===== src/rtl/en_pulse_gen.sv =====
// rtl/en_pulse_gen.sv - debounced button to single-cycle en pulse generator, auto-repeat under macro AUTOREPEAT_EN
module en_pulse_gen #(
    parameter int DEBOUNCE_CYCLES = 4,
    parameter int REPEAT_CYCLES   = 16
) (
    input  logic       clk,
    input  logic       rst_n,
    input  logic       btn_in,
    output logic       en,
    output logic       btn_level,
    output logic [7:0] press_cnt
);

    typedef enum logic [1:0] {
        IDLE       = 2'd0,
        PRESS_DB   = 2'd1,
        HELD       = 2'd2,
        RELEASE_DB = 2'd3
    } state_t;

    localparam logic [15:0] DB_LAST = 16'(DEBOUNCE_CYCLES - 1);

    logic        btn_meta;
    logic        btn_s;
    state_t      state;
    state_t      next_state;
    logic [15:0] cnt;
    logic [15:0] cnt_next;
    logic        press_hit;
    logic        rep_hit;
    logic        en_next;
    logic        level_next;

    // Two-flop synchronizer; btn_s is the only view of the raw button
    always_ff @(posedge clk or negedge rst_n) begin
        if (!rst_n) begin
            btn_meta <= 1'b0;
            btn_s    <= 1'b0;
        end else begin
            btn_meta <= btn_in;
            btn_s    <= btn_meta;
        end
    end

    // State and shared debounce counter registers
    always_ff @(posedge clk or negedge rst_n) begin
        if (!rst_n) begin
            state <= IDLE;
            cnt   <= 16'd0;
        end else begin
            state <= next_state;
            cnt   <= cnt_next;
        end
    end

    // Next-state logic: a press or release is accepted only after a stable run
    always_comb begin
        next_state = state;
        cnt_next   = cnt;
        case (state)
            IDLE: begin
                if (btn_s) begin
                    next_state = PRESS_DB;
                    cnt_next   = 16'd0;
                end
            end
            PRESS_DB: begin
                if (!btn_s) begin
                    next_state = IDLE;
                end else if (cnt == DB_LAST) begin
                    next_state = HELD;
                end else begin
                    cnt_next = cnt + 16'd1;
                end
            end
            HELD: begin
                if (!btn_s) begin
                    next_state = RELEASE_DB;
                    cnt_next   = 16'd0;
                end
            end
            RELEASE_DB: begin
                if (btn_s) begin
                    next_state = HELD;
                end else if (cnt == DB_LAST) begin
                    next_state = IDLE;
                end else begin
                    cnt_next = cnt + 16'd1;
                end
            end
            default: begin
                next_state = IDLE;
                cnt_next   = 16'd0;
            end
        endcase
    end

`ifdef AUTOREPEAT_EN
    localparam logic [15:0] REP_LAST = 16'(REPEAT_CYCLES - 1);

    logic [15:0] rep_cnt;
    logic [15:0] rep_next;

    // Repeat counter runs only while steadily held; any other state clears it
    always_comb begin
        rep_next = 16'd0;
        rep_hit  = 1'b0;
        if (state == HELD && btn_s) begin
            if (rep_cnt == REP_LAST) begin
                rep_hit = 1'b1;
            end else begin
                rep_next = rep_cnt + 16'd1;
            end
        end
    end

    // Repeat counter register
    always_ff @(posedge clk or negedge rst_n) begin
        if (!rst_n) begin
            rep_cnt <= 16'd0;
        end else begin
            rep_cnt <= rep_next;
        end
    end
`else
    // REPEAT_CYCLES has no effect in this build; this net only anchors the parameter
    logic unused_repeat_cfg;
    assign unused_repeat_cfg = (REPEAT_CYCLES > 0);
    assign rep_hit = 1'b0;
`endif

    // Output decode: pulse on accepted press (or repeat), level while pressed
    always_comb begin
        press_hit  = (state == PRESS_DB) && (next_state == HELD);
        en_next    = press_hit | rep_hit;
        level_next = (next_state == HELD) || (next_state == RELEASE_DB);
    end

    // Registered outputs and pulse counter (wraps naturally at 8 bits)
    always_ff @(posedge clk or negedge rst_n) begin
        if (!rst_n) begin
            en        <= 1'b0;
            btn_level <= 1'b0;
            press_cnt <= 8'd0;
        end else begin
            en        <= en_next;
            btn_level <= level_next;
            press_cnt <= press_cnt + {7'd0, en_next};
        end
    end

endmodule

===== config.mk =====
export PLATFORM = sky130hd
export DESIGN_NAME = en_pulse_gen
export DESIGN_NICKNAME = d
export VERILOG_FILES = /design/src/rtl/en_pulse_gen.sv
export SDC_FILE = /design/constraint.sdc
export NUM_CORES = 1
export LEC_CHECK = 0
export CAP_MARGIN = 20
export CORE_MARGIN = 3
export CORE_UTILIZATION = 50
export DETAILED_ROUTE_END_ITERATION = 10
export PLACE_DENSITY_LB_ADDON = 0.15
export SYNTH_ARGS = -nofsm -noshare
export SYNTH_HDL_FRONTEND = slang
export SYNTH_SLANG_ARGS = --single-unit

===== constraint.sdc =====
create_clock -name clk -period 2.04 [get_ports clk]
set_clock_uncertainty 0.15 [all_clocks]
set_input_delay 0.612 -clock clk [delete_from_list [all_inputs] [get_ports clk]]
set_output_delay 0.612 -clock clk [all_outputs]
set_load 0.1 [all_outputs]

==> tab_implementation.tex, run 1 <==
\begin{tabular}{lr}
\hline
Metric & Value \\
\hline
\multicolumn{2}{l}{\textbf{CTS}} \\
Clock tree from TritonCTS & done \\
TritonCTS sink count & 30 \\
Hold\_buf cts & 0 \\
Clock tree root driver cell & sky130\_fd\_sc\_hd\_\_clkbuf\_4 \\
Post-CTS clock slew at the launch and capture registers of the worst setup and hold paths & roughly 80 ps \\
Number of CTS-inserted buffers & 5 \\
Maximum clock path buffer count & 2 \\
Max H-tree Level & 2 \\
Clock latency reported for the late side of the worst-skew pair & between 300 and 400 ps \\
\multicolumn{2}{l}{\textbf{Drt}} \\
Total wirelength of the detailed-routed design & about 3100 um \\
Drt first-iter violations & 63 \\
Drt drc & 0 \\
Vias post-DR & 1223 \\
Highest metal layer used by the detailed router & met4 \\
Length of routed met3 wiring & 151 um \\
Routed wire length per instance & 14.8 um \\
Metal1 wirelength & 1430 um \\
Detailed-routing iteration count for the pre-antenna-repair pass & 5 \\
Routed length on met2 & around 1500 um \\
Via-per-instance ratio & $\sim$5.9 \\
Antenna viol nets, final & 0 \\
\multicolumn{2}{l}{\textbf{Timing}} \\
Final hold violations & 0 \\
Portion of the clock cycle consumed by the worst path in the final layout & 106\% \\
Number of pins exceeding their max-slew limit in the final report & 0 \\
Slew at the pin closest to its max-slew limit & roughly 470 ps \\
Total negative slack for setup checks & -608 ps \\
Setup repair after global routing missed its margin & yes \\
Endpoints failing setup & 6 \\
Maximum clock frequency & 462 MHz \\
Worst slew margin & approximately two thirds \\
Shortest clock period the worst path allows after layout & 2170 ps \\
Setup ws final & -126 ps \\
\multicolumn{2}{l}{\textbf{Global route}} \\
Via count of the first global-routing pass & roughly 1100 \\
Pin count of the biggest net entering global routing & 31 \\
Total global-route track usage & 20.8\% \\
Initial antenna violation count & 0 \\
Residual overflow from global routing & 0 \\
First-pass GRT wire length & about 5300 um \\
\multicolumn{2}{l}{\textbf{Yosys}} \\
Sequential area share after synthesis & 53.6\% \\
Share of the synthesized area in the top cell type & a little over half \\
Most used flip-flop cell after synthesis & sky130\_fd\_sc\_hd\_\_dfrtp\_1 \\
Leading cell type by number of instances after synthesis & sky130\_fd\_sc\_hd\_\_dfrtp\_1 \\
Summed instance area of the synthesized netlist & approximately 1400 um2 \\
Number of enable flip-flop cells after synthesis & 0 \\
Post-synthesis sequential element count & 30 \\
Biggest area consumer among synthesized cells & sky130\_fd\_sc\_hd\_\_dfrtp\_1 \\
Top cells by area in the synthesized netlist & sky130\_fd\_sc\_hd\_\_dfrtp\_1 54\%, sky130\_fd\_sc\_hd\_\_o21ai\_0 3.9\%, sky130\_fd\_sc\_hd\_\_nand2\_1 3.8\%, sky130\_fd\_sc\_hd\_\_nand3\_1 3.6\%, sky130\_fd\_sc\_hd\_\_xnor2\_1 3.1\% \\
Post-synth ARST share & 100\% \\
Mapped Avg Cell Area & 10.5 um2 \\
Number of warnings printed during yosys synthesis & 0 \\
Number of standard cells after synthesis & 133 \\
Distinct cells, synth & 31 \\
Most frequent cells after synthesis & 30 x sky130\_fd\_sc\_hd\_\_dfrtp\_1, 14 x sky130\_fd\_sc\_hd\_\_nand2\_1, 11 x sky130\_fd\_sc\_hd\_\_o21ai\_0 \\
Net count after synthesis & 139 \\
\multicolumn{2}{l}{\textbf{Cells and area}} \\
Diode count & 0 \\
Layout Nets & $\sim$190 \\
Fill cell instance count of the final layout & 158 \\
Layout cells sized above 1 & between 30 and 40\% \\
Layout-stage area growth over the synthesis result & 42.1\% \\
Non-filler instance count after layout & 209 \\
\multicolumn{2}{l}{\textbf{Floorplanning}} \\
Die Width & just under 60 um \\
Height of the chip & 58.9 um \\
IO Pins & 13 \\
Starting utilization of the core area & between 50\% and 60\% \\
Num rows & 18 \\
Die Area & $\sim$3500 um2 \\
Area of the core & 2570 um2 \\
\multicolumn{2}{l}{\textbf{Run}} \\
Total of max-cap violations & 0 \\
\multicolumn{2}{l}{\textbf{Place}} \\
Setup slack after placement & -185 ps \\
Count of input and output buffers & 12 \\
Final weighted congestion in routability-driven placement & about 0.9 \\
Detailed placer's ending HPWL & 2230 um \\
Post-placement cell count & a little under 200 \\
\multicolumn{2}{l}{\textbf{Power and ir drop}} \\
Static leakage & about 0.88 nW \\
Worst ir drop on vdd & around 0.95 mV \\
Power per cell area & roughly 940 nW/um2 \\
Final total power & $\sim$1.9 mW \\
\multicolumn{2}{l}{\textbf{Setup path}} \\
Critical Path RT & between 2000 and 2500 ps \\
Crit path max-delay cell type & sky130\_fd\_sc\_hd\_\_dfrtp\_1 \\
Setup crit start kind & flop \\
Worst-path maximum fanout & 3 \\
CP Cell Sequence & nor4\_2 > buf\_4 > nand4\_1 > nor3b\_2 > ha\_2 > and3\_4 > nand3\_2 > xnor2\_1 \\
Capturing element type of the critical path & flop \\
Start-to-end type of the worst setup path & reg -> reg \\
Slowest stage delay, CP & $\sim$400 ps \\
Data arrival time of the critical path & 2230 ps \\
\multicolumn{2}{l}{\textbf{Min path}} \\
Hold Path Class & reg -> reg \\
\multicolumn{2}{l}{\textbf{Run status}} \\
Failing checks & negative setup slack \\
Result of the run & finished, violations left \\
\hline
\end{tabular}
## cell type report
type,instances,area (um2),share of cell area (%)
flip-flops and latches,30,751,37.7
repair buffers,41,438,22.0
clock buffers,7,45.0,2.26
well taps,30,37.5,1.89
inverters,4,15.0,0.755
multi-input cells,97,703,35.3
## per-stage QoR
stage | util [%] | cell area (um2) | hold slack (ps)
finish | 77.5 | 1990 | 217
global route | 77.5 | 1990 | 230
CTS | 76.1 | 1950 | 223
detailed placement | 72.9 | 1870 | 202
global placement | 72.9 | 1870 | 189
floorplan | - | 1430 | 166
## state kept, by name, indices dropped and copies added (netlist names)
| register | count |
|---|---|
| btn_level | 1 |
| btn_meta | 1 |
| btn_s | 1 |
| cnt | 16 |
| en | 1 |
| press_cnt | 8 |
| state | 2 |
## cell families after synthesis
family | Yosys count | synth area share [%]
multiplexers | 3 | 2.32
buffers and inverters | 6 | 1.61
XOR/XNOR | 8 | 5.00
adder cells (fa/ha/maj) | 3 | 2.68
flip-flops | 30 | 53.6
AND/OR/NAND/NOR | 56 | 23.0
AO/OA/AOI/OAI | 27 | 11.8
## cells in the final DEF (no fill, tap or decap), drive strengths merged, types with 4 or more instances in the layout
cell type | Yosys | final
dfrtp | 30 | 30
or4 | 5 | 5
and3 | 4 | 4
nand2 | 14 | 14
o21ai | 11 | 11
a21oi | 7 | 7
clkbuf | 2 | 7
buf | 0 | 39
inv | 4 | 4
nand3 | 10 | 10
or3 | 5 | 5
xnor2 | 5 | 5
## worst paths after layout
path                                    startpoint                endpoint  slack, ps  depth (start not counted)
worst max-delay path            cnt[7]$_DFFE_PN0P_  press_cnt[5]$_DFF_PN0_       -130                          8
worst min-delay path            btn_meta$_DFF_PN0_         btn_s$_DFF_PN0_        220                          0
worst max register to register  cnt[7]$_DFFE_PN0P_  press_cnt[5]$_DFF_PN0_       -130                          8
worst min register to register  btn_meta$_DFF_PN0_         btn_s$_DFF_PN0_        220                          0
max in group asynchronous                    rst_n      cnt[2]$_DFFE_PN0P_        940                          2
min in group asynchronous                    rst_n  press_cnt[5]$_DFF_PN0_        520                          2
## power by group
group / internal, mW / switching (mW)
Combinational: 0.334 / 0.484
Sequential: 0.671 / 0.0770
Clock: 0.130 / 0.182
## what timing repair did
item	CTS	global route
setup endpoints to repair	6	11
hold endpoints to repair	0	0
buffers inserted	2	2
pin swaps	5	4
resized for setup	5	4
## layer usage
metal / GRT usage [%] / vias up
met5: 0 / -
met4: 8.74 / 0
met3: 6.58 / 7
met2: 30.9 / 25
met1: 28.0 / 602
li1: - / 589
## worst max-delay path, delay by kind of cell, from the launching register on
family	cells	cell delay [ps]
buf+inv	1	160
xor+xnor	1	140
fa+ha+maj	1	210
simple gates	5	1010
flops	1	400
Note: power is estimated with default switching activity, not from simulation.
==> run 2, diff against run 1 <==
- CAP_MARGIN: 20 -> unset
==> results of run 2 <==
Final layout, timing and power as in run 1 (identical DEF).
==> run 3, diff against run 2 <==
- HOLD_SLACK_MARGIN: unset -> 0.05
==> results of run 3 <==
Final layout, timing and power as in run 1 (identical DEF).
==> variant 1, RTL diff (flow settings as in run 3) <==
Add an input register stage for `btn_in`, with the module's reset; this delays it by one clock.
--- a/src/rtl/en_pulse_gen.sv
+++ b/src/rtl/en_pulse_gen.sv
@@ -21,4 +21,14 @@
     localparam logic [15:0] DB_LAST = 16'(DEBOUNCE_CYCLES - 1);
 
+    logic btn_q;
+
+    always_ff @(posedge clk or negedge rst_n) begin
+        if (!rst_n) begin
+            btn_q <= '0;
+        end else begin
+            btn_q <= btn_in;
+        end
+    end
+
     logic        btn_meta;
     logic        btn_s;
@@ -38,5 +48,5 @@
             btn_s    <= 1'b0;
         end else begin
-            btn_meta <= btn_in;
+            btn_meta <= btn_q;
             btn_s    <= btn_meta;
         end
Function: changed (a bounded check fails within 10 cycles, from zero or initial values and one cycle with rst_n low).
==> variant 1 against run 3 <==
- design area is 4.4% higher
- hold slack better by 0.0022 ns
- wire length is 3.9% higher
- non-clock buffer count is 2 lower
- sequential cell count is 1 higher
- power is 8.6% higher
- area after synthesis is 1.8% higher
- sequential power is 2% higher
- first-iteration DRC count is 14% higher
- the flow still finishes with violations (setup timing)
- synthesized cell count is 0.75% higher
- sequential share of layout area is 0.39 points lower
- setup slack worse by 0.015 ns
==> variant 1: results (changes against run 3) <==
* Nonclk buf count at 39 (-4.9%)
* Fraction of area in non-clock buffers at 20.5% (-1.5 points)
* Setup violators final at 6 (unchanged)
* Iter 0 DRT Violations at 72 (+14%)
* Seq pwr at 0.763 mW (+2%)
* Post-synthesis xor/xnor area fraction at 4.92% (-0.088 points)
* Detailed placement HPWL at 2400 µm (+7.4%)
* Outcome: finished, violations left
* Violated checks: setup timing
* CLK BUF at 6 (-1)
* Worst-path clk slew at 0.10 ns (+0.02 ns)
* GR Util met3 at 6.10% (-0.48 points)
* Max_slew headroom at 66.8% (-1.8 points)
* Synth area leaders: dfrtp_1 (54%), o21ai_0 (3.9%), nand2_1 (3.7%), nand3_1 (3.5%), xnor2_1 (3.1%)
* Compound-Gate Fraction of Synth Area at 11.6% (-0.21 points)
* Top cells by count, synth: dfrtp_1 (31), nand2_1 (14), o21ai_0 (11), nand3_1 (10), a21oi_1 (7)
* Wl on met1 at 1390 µm (-2.9%)
* Pin count of the biggest net entering global routing at 32 (+3.2%)
* Final GP Congestion at 0.800 (-11%)
* Post-DP Area at 0.00189 mm² (+0.94%)
* Slowest cell on crit path: dfrtp_1
* Top Registers: cnt: 16 flops, press_cnt: 8 flops, state: 2 flops
* PwrDens at 982 mW/mm² (+4.0%)
* Met1 Usage GRT at 28.6% (+0.56 points)
* Layout cells sized above 1 at 36.9% (+2.2 points)
* FF+latch area at 776 µm² (+3.3%)
* Adder-cell area share of the yosys netlist at 2.63% (-0.047 points)
* Mux share of post-synthesis cell area at 2.28% (-0.041 points)
* Clock Network Area Fraction at 4.16% (+1.9 points)
* Met3 Wirelength at 213 µm (+41%)
* Vias in the first global route at 1,244 (+11%)
* Sequential cell count at 31 (+3.3%)
* Netlist Area Pre-Place at 0.00143 mm² (+1.8%)
* Comb. pwr at 0.777 mW (-5.0%)
* Multi-input combinational area share at 35.4% (+0.076 points)
* Gr usage total at 22.3% (+1.5 points)
* P_int at 1.29 mW (+14%)
* Synthesized net count at 140 (+0.72%)
* Worst setup margin at -0.140 ns (-0.0146 ns)
* Grt met2 use at 35.4% (+4.5 points)
* WHS Endpoint: btn_s$_DFF_PN0_
* Clk_lat worst skew at 0.33 ns
* Drt via density at 5.85 (about the same)
* First-pass GRT wire length at 5720 µm (+7.8%)
* FILL cells at 162 (+2.5%)
* Worst EP arrival at 2.25 ns (+0.02 ns)
* Final WL at 3210 µm (+3.9%)
* Fraction of the yosys area taken by sequential cells at 54.4% (+0.81 points)
* WL met2 at 1550 µm (+5.5%)
* Peak VDD IR at 1.01 mV (+6.8%)
## variant 1: cell count changes in the layout (fill, tap and decap cells not counted), moves of 2 or more
| cell | before | now |
|---|---|---|
| clkbuf_1 | 2 | 0 |
| xnor2_2 | 0 | 2 |
| xnor2_1 | 5 | 3 |
| buf_4 | 29 | 26 |
## variant 1: repair_timing
action                                  in CTS  in global routing
endpoints found under the setup margin       6                 14
resized for setup                            7                  8
pin swaps                                    6                  3
hold buffers                                 0                  0
buffers inserted                             1                  2
## variant 1: metrics by stage
step	std cells	setup slack, ns	hold WS, ns	TNS, ns	total power, mW
final	209	-0.140	0.219	-0.714	2.04
after floorplan	134	-0.0631	0.166	-0.226	1.21
after CTS	207	-0.109	0.218	-0.586	2.03
after global routing	209	-0.262	0.239	-1.51	2.15
after global placement	198	-0.0984	0.189	-0.465	1.50
after detailed placement	198	-0.179	0.189	-0.848	1.53
==> variant 2, RTL diff (flow settings as in run 3) <==
Without the edit above. The option `AUTOREPEAT_EN` is turned on by a define.
--- a/src/rtl/en_pulse_gen.sv
+++ b/src/rtl/en_pulse_gen.sv
@@ -1,3 +1,5 @@
 // rtl/en_pulse_gen.sv - debounced button to single-cycle en pulse generator, auto-repeat under macro AUTOREPEAT_EN
+`define AUTOREPEAT_EN
+
 module en_pulse_gen #(
     parameter int DEBOUNCE_CYCLES = 4,
Function: same outputs for any inputs over 10 cycles, from zero or initial values and one cycle with rst_n low; that may be too few to reach the edited logic, so the function may still have changed.
==> variant 2 against run 3 <==
- the flow still finishes with violations (setup timing)
- setup slack got worse by 0.17 ns
- wire length rose by 67%
- power rose by 34%
- sequential cell count rose by 16
- design area rose by 56%
- area after synthesis rose by 56%
- global-route usage rose by 0.31 points
- maximum frequency fell by 7.2%
- synthesized cell count rose by 56%
- final cell count rose by 57%
- critical path type unchanged
- critical endpoint is now press_cnt[7]$_DFF_PN0_
- highest routed layer unchanged
==> variant 2: results (changes against run 3) <==
* Pin count of the biggest net entering global routing at 47 (+52%)
* Adder-cell area share of the yosys netlist at 2.29% (-0.39 points)
* Top cells by count, synth: dfrtp_1 (46), nor2_1 (22), nand3_1 (16), nand2_1 (15), xnor2_1 (13)
* Setup violators final at 5 (-1)
* Multi-input combinational area share at 36.3% (+0.94 points)
* Violated checks: setup timing
* Clock Network Area Fraction at 3.03% (+0.77 points)
* Longest Clk Path Bufs at 2 (unchanged)
* Outcome: finished, violations left
* CTS root buf: clkbuf_8
* Clk_lat worst skew at 0.30 ns (-0.02 ns)
* Mux share of post-synthesis cell area at 1.49% (-0.84 points)
* Iter 0 DRT Violations at 78 (+24%)
* Top Registers: cnt: 16 flops, rep_cnt: 16 flops, press_cnt: 8 flops
* Initial DRT Pass Iterations at 4 (-1)
* Fraction of area in non-clock buffers at 20.9% (-1.1 points)
* Compound-Gate Fraction of Synth Area at 6.46% (-5.3 points)
* Synth area leaders: dfrtp_1 (53%), xnor2_1 (5.2%), xor2_1 (4.8%), nor2_1 (3.8%), nand3_1 (3.7%)
* First-pass GRT wire length at 8550 µm (+61%)
* Worst Setup SP: rep_cnt[6]$_DFF_PN0_
* Gr usage total at 21.1% (+0.31 points)
* Worst Hold Class: input port to async pin
* TNS Setup at -0.913 ns (-0.305 ns)
* Drt via density at 5.66 (-3.3%)
* Fraction of the yosys area taken by sequential cells at 52.6% (-1.0 points)
* FILL cells at 282 (+78%)
* CLK BUF at 5 (-2)
* Layout Nets at 285 (+54%)
* Max_slew headroom at 71.5% (+2.8 points)
* Final GP Congestion at 0.870 (-3.2%)
* Vias in the first global route at 1,889 (+69%)
* Max FO, Critical Path at 3 (unchanged)
* P_int at 1.60 mW (+41%)
* Post-DP Area at 0.00283 mm² (+51%)
* Worst setup margin at -0.294 ns (-0.168 ns)
* Detailed placement HPWL at 3630 µm (+63%)
* Synth Register Bits at 46 (+53%)
* Final WL at 5150 µm (+67%)
* Post-synth cell types at 35 (+13%)
* Peak VDD IR at 0.533 mV (-44%)
* Clk network pwr share at 22.8% (+6.2 points)
* Sequential share of cell area at 37.3% (-0.48 points)
* Die area at 0.00521 mm² (+50%)
* Pleak at 1.34 nW (+52%)
[variant 2: per-stage QoR]
| step | util, % | setup WS [ns] | instances | power [mW] |
|---|---|---|---|---|
| after floorplan | - | -0.276 | 208 | 1.55 |
| after global placement | 68.7 | -0.300 | 312 | 1.86 |
| after detailed placement | 68.7 | -0.330 | 312 | 1.90 |
| after CTS | 72.5 | -0.294 | 325 | 2.48 |
| after global routing | 75.3 | -0.403 | 329 | 2.65 |
| final | 75.3 | -0.294 | 329 | 2.51 |
[variant 2: worst max-delay path: stages, from the launching register on]
cell	delay, ns
dfrtp_1	0.40
nor4_1	0.30
nand4_1	0.17
nor3b_1	0.20
o21a_1	0.20
ha_4	0.17
and3_1	0.18
nand3_2	0.08
or2_4	0.24
xnor2_1	0.12
[variant 2: how the worst min path moves through the flow]
stage,depth (start not counted),startpoint,endpoint,slack (ns)
finish,2,rst_n,cnt[15]$_DFFE_PN0P_,0.13
global route,2,rst_n,cnt[15]$_DFFE_PN0P_,0.13
CTS,2,rst_n,btn_level$_DFF_PN0_,0.13
detailed placement,0,btn_meta$_DFF_PN0_,btn_s$_DFF_PN0_,0.19
global placement,0,btn_meta$_DFF_PN0_,btn_s$_DFF_PN0_,0.19
floorplan,0,rst_n,btn_level$_DFF_PN0_,0.17
[variant 2: metal layers]
layer / up-vias / global-route usage [%] / share of wire [%]
met5: - / 0 / 0
met4: 0 / 7.52 / 1.5
met3: 7 / 4.16 / 3.7
met2: 41 / 35.9 / 53
met1: 920 / 26.8 / 42
li1: 894 / - / -
[variant 2: repair_timing]
| item | in CTS | in global routing |
|---|---|---|
| setup endpoints to repair | 7 | 26 |
| pin swaps | 6 | 4 |
| setup buffers | 5 | 6 |
| gates resized for setup | 6 | 15 |
